### src/rtl/pipelined_ctrl.sv
// pipelined_ctrl: ARM pipelined control unit.
// Decodes in D, carries control through E/M/W, checks conditions in E.
module pipelined_ctrl (
  input  logic        clk,
  input  logic        reset,
  input  logic [31:0] InstrD,
  input  logic [3:0]  ALUFlags,
  input  logic        Enable,
  input  logic        FlushE,
  output logic [1:0]  RegSrcD,
  output logic [1:0]  ImmSrcD,
  output logic        ALUSrcE,
  output logic [2:0]  ALUControlE,
  output logic        BranchTakenE,
  output logic        MemWriteM,
  output logic        MemtoRegW,
  output logic        RegWriteW,
  output logic        PCSrcW,
  output logic        BrLW,
  output logic        PCWrPendingF
);

  typedef struct packed {
    logic [3:0] cond;
    logic [1:0] flagw;
    logic [2:0] aluc;
    logic       alusrc;
    logic       branch;
    logic       brl;
    logic       pcsrc;
    logic       memtoreg;
    logic       memwrite;
    logic       regwrite;
  } de_t;

  typedef struct packed {
    logic brl;
    logic pcsrc;
    logic memtoreg;
    logic memwrite;
    logic regwrite;
  } em_t;

  typedef struct packed {
    logic brl;
    logic pcsrc;
    logic memtoreg;
    logic regwrite;
  } mw_t;

  logic [1:0] op_d;
  logic [5:0] funct_d;
  logic [3:0] cmd_d;
  logic       s_d;
  logic       rd15_d;
  logic       unused_instr;

  de_t        e_d, e_q;
  em_t        m_d, m_q;
  mw_t        w_d, w_q;
  logic [3:0] flags_d, flags_q;
  logic       cond_ex;

  assign op_d    = InstrD[27:26];
  assign funct_d = InstrD[25:20];
  assign cmd_d   = funct_d[4:1];
  assign s_d     = funct_d[0];
  assign rd15_d  = (InstrD[15:12] == 4'hF);
  assign unused_instr = ^{InstrD[19:16], InstrD[11:0]};

  // Main decoder: control bundle for the instruction in Decode
  always_comb begin
    e_d      = '0;
    RegSrcD  = 2'b00;
    ImmSrcD  = 2'b00;
    e_d.cond = InstrD[31:28];
    unique case (op_d)
      2'b00: begin
        e_d.alusrc   = funct_d[5];
        e_d.regwrite = 1'b1;
        e_d.flagw[1] = s_d;
        unique case (cmd_d)
          4'b0000: e_d.aluc = 3'b010;
          4'b0010: begin
            e_d.aluc     = 3'b001;
            e_d.flagw[0] = s_d;
          end
          4'b0100: begin
            e_d.aluc     = 3'b000;
            e_d.flagw[0] = s_d;
          end
          4'b1100: e_d.aluc = 3'b011;
          4'b0001: e_d.aluc = 3'b100;
          4'b1101: e_d.aluc = 3'b101;
          4'b1010: begin
            e_d.aluc     = 3'b001;
            e_d.regwrite = 1'b0;
            e_d.flagw    = 2'b11;
          end
          default: begin
            e_d.aluc     = 3'b000;
            e_d.regwrite = 1'b0;
            e_d.flagw    = 2'b00;
          end
        endcase
      end
      2'b01: begin
        e_d.alusrc = 1'b1;
        ImmSrcD    = 2'b01;
        if (funct_d[0]) begin
          e_d.regwrite = 1'b1;
          e_d.memtoreg = 1'b1;
        end else begin
          RegSrcD      = 2'b10;
          e_d.memwrite = 1'b1;
        end
      end
      2'b10: begin
        RegSrcD    = 2'b01;
        ImmSrcD    = 2'b10;
        e_d.alusrc = 1'b1;
        e_d.branch = 1'b1;
        e_d.brl    = funct_d[4];
      end
      default: ;
    endcase
    e_d.pcsrc = e_d.regwrite & rd15_d;
  end

  // Condition check of the Execute instruction against stored NZCV
  always_comb begin
    logic n, z, c, v;
    {n, z, c, v} = flags_q;
    cond_ex = 1'b0;
    unique case (e_q.cond)
      4'h0: cond_ex = z;
      4'h1: cond_ex = ~z;
      4'h2: cond_ex = c;
      4'h3: cond_ex = ~c;
      4'h4: cond_ex = n;
      4'h5: cond_ex = ~n;
      4'h6: cond_ex = v;
      4'h7: cond_ex = ~v;
      4'h8: cond_ex = c & ~z;
      4'h9: cond_ex = ~c | z;
      4'hA: cond_ex = (n == v);
      4'hB: cond_ex = (n != v);
      4'hC: cond_ex = ~z & (n == v);
      4'hD: cond_ex = z | (n != v);
      4'hE: cond_ex = 1'b1;
      default: cond_ex = 1'b0;
    endcase
  end

  // Side effects leaving Execute are gated by the condition result
  always_comb begin
    m_d.regwrite = e_q.regwrite & cond_ex;
    m_d.memwrite = e_q.memwrite & cond_ex;
    m_d.pcsrc    = e_q.pcsrc & cond_ex;
    m_d.brl      = e_q.brl & cond_ex;
    m_d.memtoreg = e_q.memtoreg;
    w_d.regwrite = m_q.regwrite;
    w_d.memtoreg = m_q.memtoreg;
    w_d.pcsrc    = m_q.pcsrc;
    w_d.brl      = m_q.brl;
  end

  // Flag update: N,Z and C,V enabled separately
  always_comb begin
    flags_d = flags_q;
    if (Enable & cond_ex & e_q.flagw[1])
      flags_d[3:2] = ALUFlags[3:2];
    if (Enable & cond_ex & e_q.flagw[0])
      flags_d[1:0] = ALUFlags[1:0];
  end

  // D->E register: flush makes a bubble even while stalled
  always_ff @(posedge clk) begin
    if (reset)       e_q <= '0;
    else if (FlushE) e_q <= '0;
    else if (Enable) e_q <= e_d;
  end

  // E->M and M->W registers plus NZCV
  always_ff @(posedge clk) begin
    if (reset) begin
      m_q     <= '0;
      w_q     <= '0;
      flags_q <= '0;
    end else begin
      flags_q <= flags_d;
      if (Enable) begin
        m_q <= m_d;
        w_q <= w_d;
      end
    end
  end

  assign ALUSrcE      = e_q.alusrc;
  assign ALUControlE  = e_q.aluc;
  assign BranchTakenE = e_q.branch & cond_ex;
  assign MemWriteM    = m_q.memwrite;
  assign MemtoRegW    = w_q.memtoreg;
  assign RegWriteW    = w_q.regwrite;
  assign PCSrcW       = w_q.pcsrc;
  assign BrLW         = w_q.brl;
  assign PCWrPendingF = e_d.pcsrc | e_q.pcsrc | m_q.pcsrc;

endmodule

### config.mk
export PLATFORM = sky130hd
export DESIGN_NAME = pipelined_ctrl
export DESIGN_NICKNAME = d
export VERILOG_FILES = /design/src/rtl/pipelined_ctrl.sv
export SDC_FILE = /design/constraint.sdc
export NUM_CORES = 1
export LEC_CHECK = 0
export CORE_AREA = 5 5 55 57
export CTS_CLUSTER_SIZE = 40
export DETAILED_ROUTE_END_ITERATION = 8
export DIE_AREA = 0 0 60 62
export DONT_BUFFER_PORTS = 1
export PLACE_DENSITY_LB_ADDON = 0.3
export SLEW_MARGIN = 5
export SYNTH_ARGS = -nofsm -noshare
export SYNTH_HDL_FRONTEND = slang
export SYNTH_SLANG_ARGS = --single-unit
### constraint.sdc
create_clock -name clk -period 4.8 [get_ports clk]
set_input_delay 1.44 -clock clk [delete_from_list [all_inputs] [get_ports clk]]
set_output_delay 1.44 -clock clk [all_outputs]
set_load 0.005 [all_outputs]
======== After elaboration in Yosys (flattened, before gate mapping) ========
Index checks and enable logic that the tools add are counted.
word-level totals
  register bits after elaboration ......... 29
  output and inout bits ................... 15
  input port bits ......................... 40
operators by class
  reductions and logical operators ........ 8
  bitwise gates (word level) .............. 19
  eq/ne operators ......................... 25
  mux-type cells .......................... 15
operators with widths
  kind                  number
  $eq A4 B4 Y1 const B  11
  $eq A4 B3 Y1 const B  5
  $pmux W1 S15          1
  $pmux W3 S5           1
  $eq A4 B2 Y1 const B  3
  $and A1 B1 Y1         11
  $eq A4 B1 Y1 const B  2
  $logic_not A4 Y1      2
  $pmux W1 S2           4
  $pmux W2 S2           2
  $reduce_or A2 Y1      4
  $mux W2               3
  $reduce_or A6 Y1      1
  $mux W5               1
  $not A1 Y1            4
  $or A1 B1 Y1          4
  $mux W1               3
  $eq A2 B1 Y1 const B  1
  $eq A2 B2 Y1 const B  1
  $logic_not A2 Y1      1
  $eq A1 B1 Y1          1
  $ne A1 B1 Y1          1

======== Depth between registers and ports, before layout ========
Gate-level depths: netlist of the first run.
  word-level depth ........................ 7
  gate-level depth with buffers ........... 7

======== Least setup slack after synthesis of the first run ========
No wires, ideal clock.
  path type ............................... input port to output port
  from .................................... in InstrD[27]
  to ...................................... out PCWrPendingF
  stages on the path ...................... 5
  setup slack ............................. 1.167 ns
  arrival time ............................ 2.193 ns
  required time ........................... 3.360 ns
  path through ............................ inv_1 ha_1 and2_1 a41oi_1 o21ai_0
on the way
  word-level cells in the longest chain between the ends .. 5
RTL lines
  what                                                     line  RTL
  start, declared                                          6     input logic [31:0] InstrD,
  $eq A2 B1 Y1 / $logic_not A2 Y1 (equally long branches)  77    unique case (op_d)
  $pmux W1 S2 *                                            77
  $and A1 B1 Y1 *                                          127   e_d.pcsrc = e_d.regwrite & rd15_d;
  $or A1 B1 Y1 * (2 in a row)                              207   assign PCWrPendingF = e_d.pcsrc | e_q.pcsrc | m_q.pcsrc;
  end, declared                                            20    output logic PCWrPendingF
Mark *: on every way between the ends. The rest lies on a longest branch, timed or not.

======== Worst setup path after layout of the first run ========
Ends and elaborated chain as after synthesis.

==> flow_summary.ini, run 1 <==
[grt]
grt_use_met1 = 0.218
grt_use_met3 = 0.0640
track_usage = 0.201
antenna_found_initial = 0
use_met2 = 0.355
grt-busiest-layer = met2
grt_pass1_vias = 1208
grt_max_degree = 27
grt_pass1_wl_um = 5510
grt-ovfl-total = 0

[timing]
period_share = 0.796
tightest_slew_ns = 0.416
fin_crit_ns = 3.82
setup-violations-final = 0
slew_headroom = 0.715
rsz0062_at_grt = no
drv_slew = 0
clock.fmax_mhz = 262
finClkSkew_ns = 0.00309
hold_viol = 0
fin_tns_setup_ns = 0

[synthesis]
synth_compound_area_frac = 0.183
ys.warnings.count = 0
synth_commonest_cells = dfxtp_1 (29), nand2_1 (22), nor2_1 (19)
netlist_area_um2 = 1600
synth_top_area_share = 0.362
synthArstFlopShare = 0
synth_cells = 180
synthAdderAreaFrac = 0.0390
synth-simple-area-share = 0.225
syn_nets = 225
ys_ff_latch = 29
synth_edf_count = 0
synth_ff_type = dfxtp_1
synth_top_family_by_area = simple AND/OR/NAND/NOR gates
synthTopCellsByArea = dfxtp_1 (36%), mux2i_1 (11%), nand2_1 (5.1%)
synth.most_common_cell = dfxtp_1
synth-xor-area-share = 0.00546
syn_avg_cell_area_um2 = 8.91
muxShareOfSynthArea = 0.113
yosysSeqAreaShare = 0.362
yosysTopAreaCell = dfxtp_1
ys_types = 46

[job]
drv_cap = 0

[finish]
nets = 216
layout.cells.non_filler = 201
syn2layout_area_growth_pct = -0.234
final_core_util = 0.658
nFillCells = 197
drive_gt1_frac = 0.111
final_area_um2 = 1600
n_antenna_cell = 0

[critical_path]
cp-start-kind = input pin
cp-end-kind = output pin
worstSetupPathType = input pin to output pin
crit_fanout = 3
r2r_cells = 5
arrival_ns = 2.38
cp.required_ns = 3.36

[status]
status = completed

[die]
pin_count = 55
die_area_um2 = 3720
initial_utilization = 0.659
die_x_um = 60
num_rows = 18
die_y_um = 62
core_area_um2 = 2430

[hold_path]
hold_class = flop to flop
holdPathStages = 2

[detailed_routing]
ant_nets = 0
drt_iter0_drc = 66
drt_pass1_iterations = 4
viasPerCell = 6.26
wire_per_inst_um = 16.7
drc_errors = 0
vias = 1259
finalWirelength_um = 3360

[placement]
dp_hpwl_um = 2540
port_buffers = 0
placedCellCount = 194
place_area_um2 = 1550
gp_congestion = 0.754

[clocking]
clk_pin_slew_ns = 0.08
worstSkewPairLatency_ns = 0.32
cts_resized = 0
hold_buffers = 0
post_cts_buffers = 0
clock_path_buffers = 2
cts_buffers = 5
clock_sinks = 29
cts_tree = built
htree_levels = 2
cts_root_buffer = clkbuf_4

[power]
peakVddDrop_v = 0.000238
p_leak_nw = 0.589
p_per_area_nw_per_um2 = 267
[critical path, cell delays in order]
cell and delay [ns]:
inv_1 0.05, ha_1 0.20, and2_1 0.18, a41oi_1 0.31
o21ai_0 0.19
[layout by cell type, fill, tap and decap left out, types with 2 or more instances in the layout]
cell type and count:
a21oi_1 9, clkbuf_4 5, nand3_1 8, dfxtp_1 29
and3b_1 3, mux2i_1 17, o31ai_2 4, nand2b_1 3
ha_1 5, o21bai_1 2, a22oi_1 2, o21ai_0 2
nor2b_1 2, nand3b_1 3, o22ai_2 2, inv_1 5
nor2_1 19, nand2_1 22, nor3_1 4
[where the power goes]
group / switching, mW / total (mW) / internal [mW] / leakage [nW]
Combinational: 0.0196 / 0.0349 / 0.0153 / 0.323
Clock: 0.0773 / 0.146 / 0.0690 / 0.0314
Sequential: 0.00362 / 0.247 / 0.243 / 0.234
Total: 0.100 / 0.428 / 0.327 / 0.589
[per-stage QoR]
step	hold WS (ns)	total power [mW]	worst slack [ns]
5_1_grt	0.484	0.449	0.903
3_5_place_dp	0.460	0.286	1.00
6_report	0.467	0.428	0.980
2_1_floorplan	0.441	0.288	1.17
4_1_cts	0.473	0.433	0.997
3_3_place_gp	0.454	0.284	1.00
[metal layers]
metal / wire length [µm] / vias to the layer above
li1: - / 606
met1: 1310 / 602
met2: 1740 / 41
met3: 240 / 10
met4: 78 / 0
met5: 0 / -
[cells by family after synthesis]
logic type      count (synthesis)
compound gates                 33
xor+xnor                        1
fa+ha+maj                       5
buf+inv                        21
flops                          29
mux                            18
simple gates                   73
[registers in the layout (all words and copies together) (netlist names)]
| name | count |
|---|---|
| e_q | 12 |
| flags_q | 4 |
| m_q | 4 |
| ALUControlE | 3 |
| ALUSrcE | 1 |
| BrLW | 1 |
| MemWriteM | 1 |
| MemtoRegW | 1 |
| PCSrcW | 1 |
| RegWriteW | 1 |
[layout make-up]
cell class,count,area [µm²],area share
flip-flops and latches,29,581,0.363
well taps,30,37.5,0.0235
inverters,5,18.8,0.0117
multi-input cells,130,908,0.568
clock buffers,7,55.1,0.0344
[worst paths after layout]
| check | start | endpoint | slack, ns |
|---|---|---|---|
| hold / removal | e_q[0] | m_q[0] | 0.47 |
| hold reg to reg | e_q[0] | m_q[0] | 0.47 |
| setup / recovery | InstrD[27] | PCWrPendingF | 0.98 |
| setup reg to reg | e_q[15] | MemWriteM | 2.93 |
Power figures use the tool's default switching activity.
==> run 2, diff against run 1 <==
CORE_AREA = 5 5 60 62   (was 5 5 55 57)
DIE_AREA = 0 0 65 67   (was 0 0 60 62)
clock period = 3.2 ns   (was 4.8 ns; I/O delays follow)
==> run 2 against run 1 <==
Via count fell by 6.1%. Core utilization is 12 points lower. Non-clock buffer count unchanged. Largest cell class unchanged.
==> flow_summary.ini, run 2 (synthesis gave the netlist of run 1 again) <==
[status]
status = completed

[clocking]
worstSkewPairLatency_ns = 0.33
cts_buffers = 5
cts_root_buffer = clkbuf_4
clk_pin_slew_ns = 0.10
htree_levels = 2
clock_sinks = 29
hold_buffers = 0
cts_resized = 0
cts_tree = built
post_cts_buffers = 0
clock_path_buffers = 2

[die]
core_area_um2 = 2980
num_rows = 20
die_x_um = 65
initial_utilization = 0.539
pin_count = 55
die_y_um = 67
die_area_um2 = 4360

[finish]
nFillCells = 294
final_cell_mix = dfxtp_1 (29), nand2_1 (22), nor2_1 (19)
regMostFlops = e_q
drive_gt1_frac = 0.122
layout_commonest_cell = dfxtp_1
syn2layout_area_growth_pct = 0.624
largest_reg_flops = 12
reg_top3 = e_q (12), flags_q (4), m_q (4)
n_antenna_cell = 0
final_area_um2 = 1610
nets = 216

[timing]
rsz0062_at_grt = no
fin_tns_setup_ns = 0
fin_crit_ns = 3.05
finClkSkew_ns = 0.00681
setup-violations-final = 0
slew_headroom = 0.710
hold_viol = 0
clock.fmax_mhz = 328
drv_slew = 0
tightest_slew_ns = 0.423
period_share = 0.952

[placement]
dp_hpwl_um = 2420
gp_congestion = 0.795
port_buffers = 0
place_area_um2 = 1550

[critical_path]
worstPathCellList = and2b_1 -> a211o_1 -> a311oi_4 -> o21a_4 -> nor2b_1
cp-start-kind = flop
startpoint = e_q[15]
arrival_ns = 2.09
r2r_cells = 5
cpMaxStageDelayCell = dfxtp_1
worstSetupPathType = flop to output pin
critical_path.top_delay_family = compound AO/OA/AOI/OAI gates
cp-end-kind = output pin
reg2reg_slack_ns = 1.34
r2r_end = flags_q[0]
critPathMaxStageDelay_ns = 0.56
cp.required_ns = 2.24
crit_fanout = 12
reg2reg_from = e_q[15]
path_buf_inv = 0

[grt]
use_met2 = 0.299
antenna_found_initial = 0
grt-busiest-layer = met2
grt_pass1_wl_um = 5550
grt_max_degree = 27
grt_use_met3 = 0.0759
track_usage = 0.164
grt-ovfl-total = 0
grt_pass1_vias = 1269
grt_use_met1 = 0.164

[detailed_routing]
drc_errors = 0
vias = 1182
drt_pass1_iterations = 4
ant_nets = 0
viasPerCell = 5.77
wire_per_inst_um = 15.5
drt_iter0_drc = 49
finalWirelength_um = 3180

[power]
p_leak_nw = 0.596
peakVddDrop_v = 0.000210
p_per_area_nw_per_um2 = 409

[hold_path]
hold_class = flop to flop
hold_path_end = e_q[11]
worstHoldStart = e_q[11]
holdPathStages = 2

[job]
drv_cap = 0
[run 2: routing by layer]
layer | vias to the layer above | part of all wire
met5 | - | 0
met4 | 0 | 0.013
met3 | 6 | 0.080
met2 | 30 | 0.50
met1 | 534 | 0.41
li1 | 612 | -
[run 2: cell type report]
class	count	area (µm²)	area share
clock buffer	6	51.3	0.0318
clock inverter	2	13.8	0.00853
inverter	5	18.8	0.0116
multi-input combinational	130	908	0.563
sequential	29	581	0.360
tap	33	41.3	0.0256
[run 2: how the worst max path moves through the flow]
stage	endpoint	slack [ns]	cells after the start
6_report	BranchTakenE	0.15	5
5_1_grt	BranchTakenE	0.07	5
4_1_cts	BranchTakenE	0.14	5
3_5_place_dp	PCWrPendingF	0.32	5
3_3_place_gp	PCWrPendingF	0.35	5
2_1_floorplan	PCWrPendingF	0.53	5
[run 2: through the flow]
| stage | cells | hold WS, ns | power (mW) | worst slack, ns | utilization |
|---|---|---|---|---|---|
| global route | 205 | 0.499 | 0.691 | 0.0735 | 0.542 |
| CTS | 205 | 0.469 | 0.668 | 0.141 | 0.542 |
| finish | 205 | 0.469 | 0.661 | 0.153 | 0.542 |
| detailed placement | 197 | 0.456 | 0.429 | 0.324 | 0.520 |
| global placement | 197 | 0.450 | 0.426 | 0.345 | 0.520 |
| floorplan | 180 | 0.441 | 0.432 | 0.527 | - |
[run 2: tightest hold or removal path, delay by kind of cell (launching register included)]
| kind | cells | cell delay (ns) |
|---|---|---|
| DFF | 1 | 0.32 |
| and+or+nand+nor | 1 | 0.06 |
| AOI/OAI and AO/OA | 1 | 0.05 |
[run 2: report_power, final]
group / internal [mW] / switching [mW]
registers: 0.365 / 0.00549
clock network: 0.107 / 0.134
logic: 0.0227 / 0.0274
total: 0.494 / 0.167
==> run 3, diff against run 2 <==
CORE_AREA = 2 2 57 59   (was 5 5 60 62)
DIE_AREA = 0 0 59 61   (was 0 0 65 67)
==> run 3 against run 2 <==
Register-to-register slack is essentially flat. Hold slack lost 0.0017 ns. Combinational power grew 1%. Critical path type unchanged. Critical endpoint unchanged. Highest routed layer unchanged.
==> flow_summary.ini, run 3 (synthesis gave the netlist of run 1 again) <==
[timing]
clock.fmax_mhz = 330
rsz0062_at_grt = no
period_share = 0.947
tightest_slew_ns = 0.437
fin_crit_ns = 3.03
whs_ns = 0.467
fin_tns_setup_ns = 0
finClkSkew_ns = 0.0103
slew_headroom = 0.700
drv_slew = 0
hold_viol = 0
setup-violations-final = 0

[finish]
drive_gt1_frac = 0.117
syn2layout_area_growth_pct = 0.234
reg_top3 = e_q (12), flags_q (4), m_q (4)
final_area_um2 = 1610
n_antenna_cell = 0
layout_commonest_cell = dfxtp_1
final_core_util = 0.544
final_cell_mix = dfxtp_1 (29), nand2_1 (22), nor2_1 (19)
regMostFlops = e_q
nets = 216
layout.cells.non_filler = 204
largest_reg_flops = 12

[placement]
place_area_um2 = 1550
dp_hpwl_um = 2400
placedCellCount = 197
port_buffers = 0
gp_congestion = 0.790

[clocking]
cts_root_buffer = clkbuf_4
hold_buffers = 0
worstSkewPairLatency_ns = 0.32
cts_tree = built
clock_path_buffers = 2
cts_buffers = 5
cts_resized = 0
post_cts_buffers = 0
htree_levels = 2
clock_sinks = 29
clk_pin_slew_ns = 0.09

[critical_path]
cp.required_ns = 2.24
cp-end-kind = output pin
crit_fanout = 12
cp-start-kind = flop
critPathMaxStageDelay_ns = 0.55
cpMaxStageDelayCell = dfxtp_1
worstPathCellList = and2b_1 -> a211o_1 -> a311oi_4 -> o21a_4 -> nor2b_1
r2r_cells = 5
worstSetupPathType = flop to output pin
path_buf_inv = 0
cp_num_cells = 5
critical_path.top_delay_family = compound AO/OA/AOI/OAI gates
arrival_ns = 2.07

[detailed_routing]
drc_errors = 0
finalWirelength_um = 3160
drt_iter0_drc = 55
drt_pass1_iterations = 5
vias = 1233
ant_nets = 0
wire_per_inst_um = 15.5
viasPerCell = 6.04

[status]
status = completed

[grt]
track_usage = 0.194
grt_max_degree = 27
grt_pass1_wl_um = 5110
grt-ovfl-total = 0
antenna_found_initial = 0
grt_pass1_vias = 1163

[hold_path]
holdPathStages = 2
hold_class = flop to flop

[die]
initial_utilization = 0.543
core_area_um2 = 2950
pin_count = 55
num_rows = 20
die_area_um2 = 3600
die_x_um = 59
die_y_um = 61

[power]
p_leak_nw = 0.588
p_per_area_nw_per_um2 = 403
peakVddDrop_v = 0.000227

[job]
drv_cap = 0
-- run 3: where the power goes --
| group | total [mW] | internal [mW] | switching [mW] |
|---|---|---|---|
| Combinational | 0.0507 | 0.0227 | 0.0279 |
| Sequential | 0.370 | 0.364 | 0.00546 |
| Clock | 0.227 | 0.103 | 0.124 |
| Total | 0.647 | 0.490 | 0.157 |
-- run 3: worst paths after layout --
check,start,endpoint,slack [ns]
setup / recovery,e_q[15],BranchTakenE,0.17
setup reg to reg,e_q[15],MemWriteM,1.34
hold reg to reg,e_q[4],e_q[4],0.47
hold / removal,e_q[4],e_q[4],0.47
-- run 3: layer usage --
layer / share of wire / GRT usage / up-vias
li1: - / - / 608
met1: 0.41 / 0.206 / 577
met2: 0.50 / 0.333 / 44
met3: 0.075 / 0.0832 / 4
met4: 0.011 / 0.0909 / 0
met5: 0 / 0 / -
-- run 3: worst reg2reg max path: stages, from the launching register on --
cell and delay (ns):
dfxtp_1 0.55, and2b_1 0.23, a211o_1 0.30, a311oi_4 0.36, o21a_4 0.24, o31ai_2 0.07
-- run 3: area by class of cell --
type	instances	area (µm²)
inverters	5	18.8
well taps	33	41.3
clock buffers	6	51.3
multi-input cells	130	908
flip-flops and latches	29	581
fillers	268	1350
clock inverters	1	7.51
-- run 3: metrics by stage --
stage	worst slack [ns]	power (mW)
floorplan	0.527	0.432
finish	0.169	0.647
global route	0.0353	0.671
CTS	0.153	0.653
global placement	0.377	0.426
detailed placement	0.364	0.429
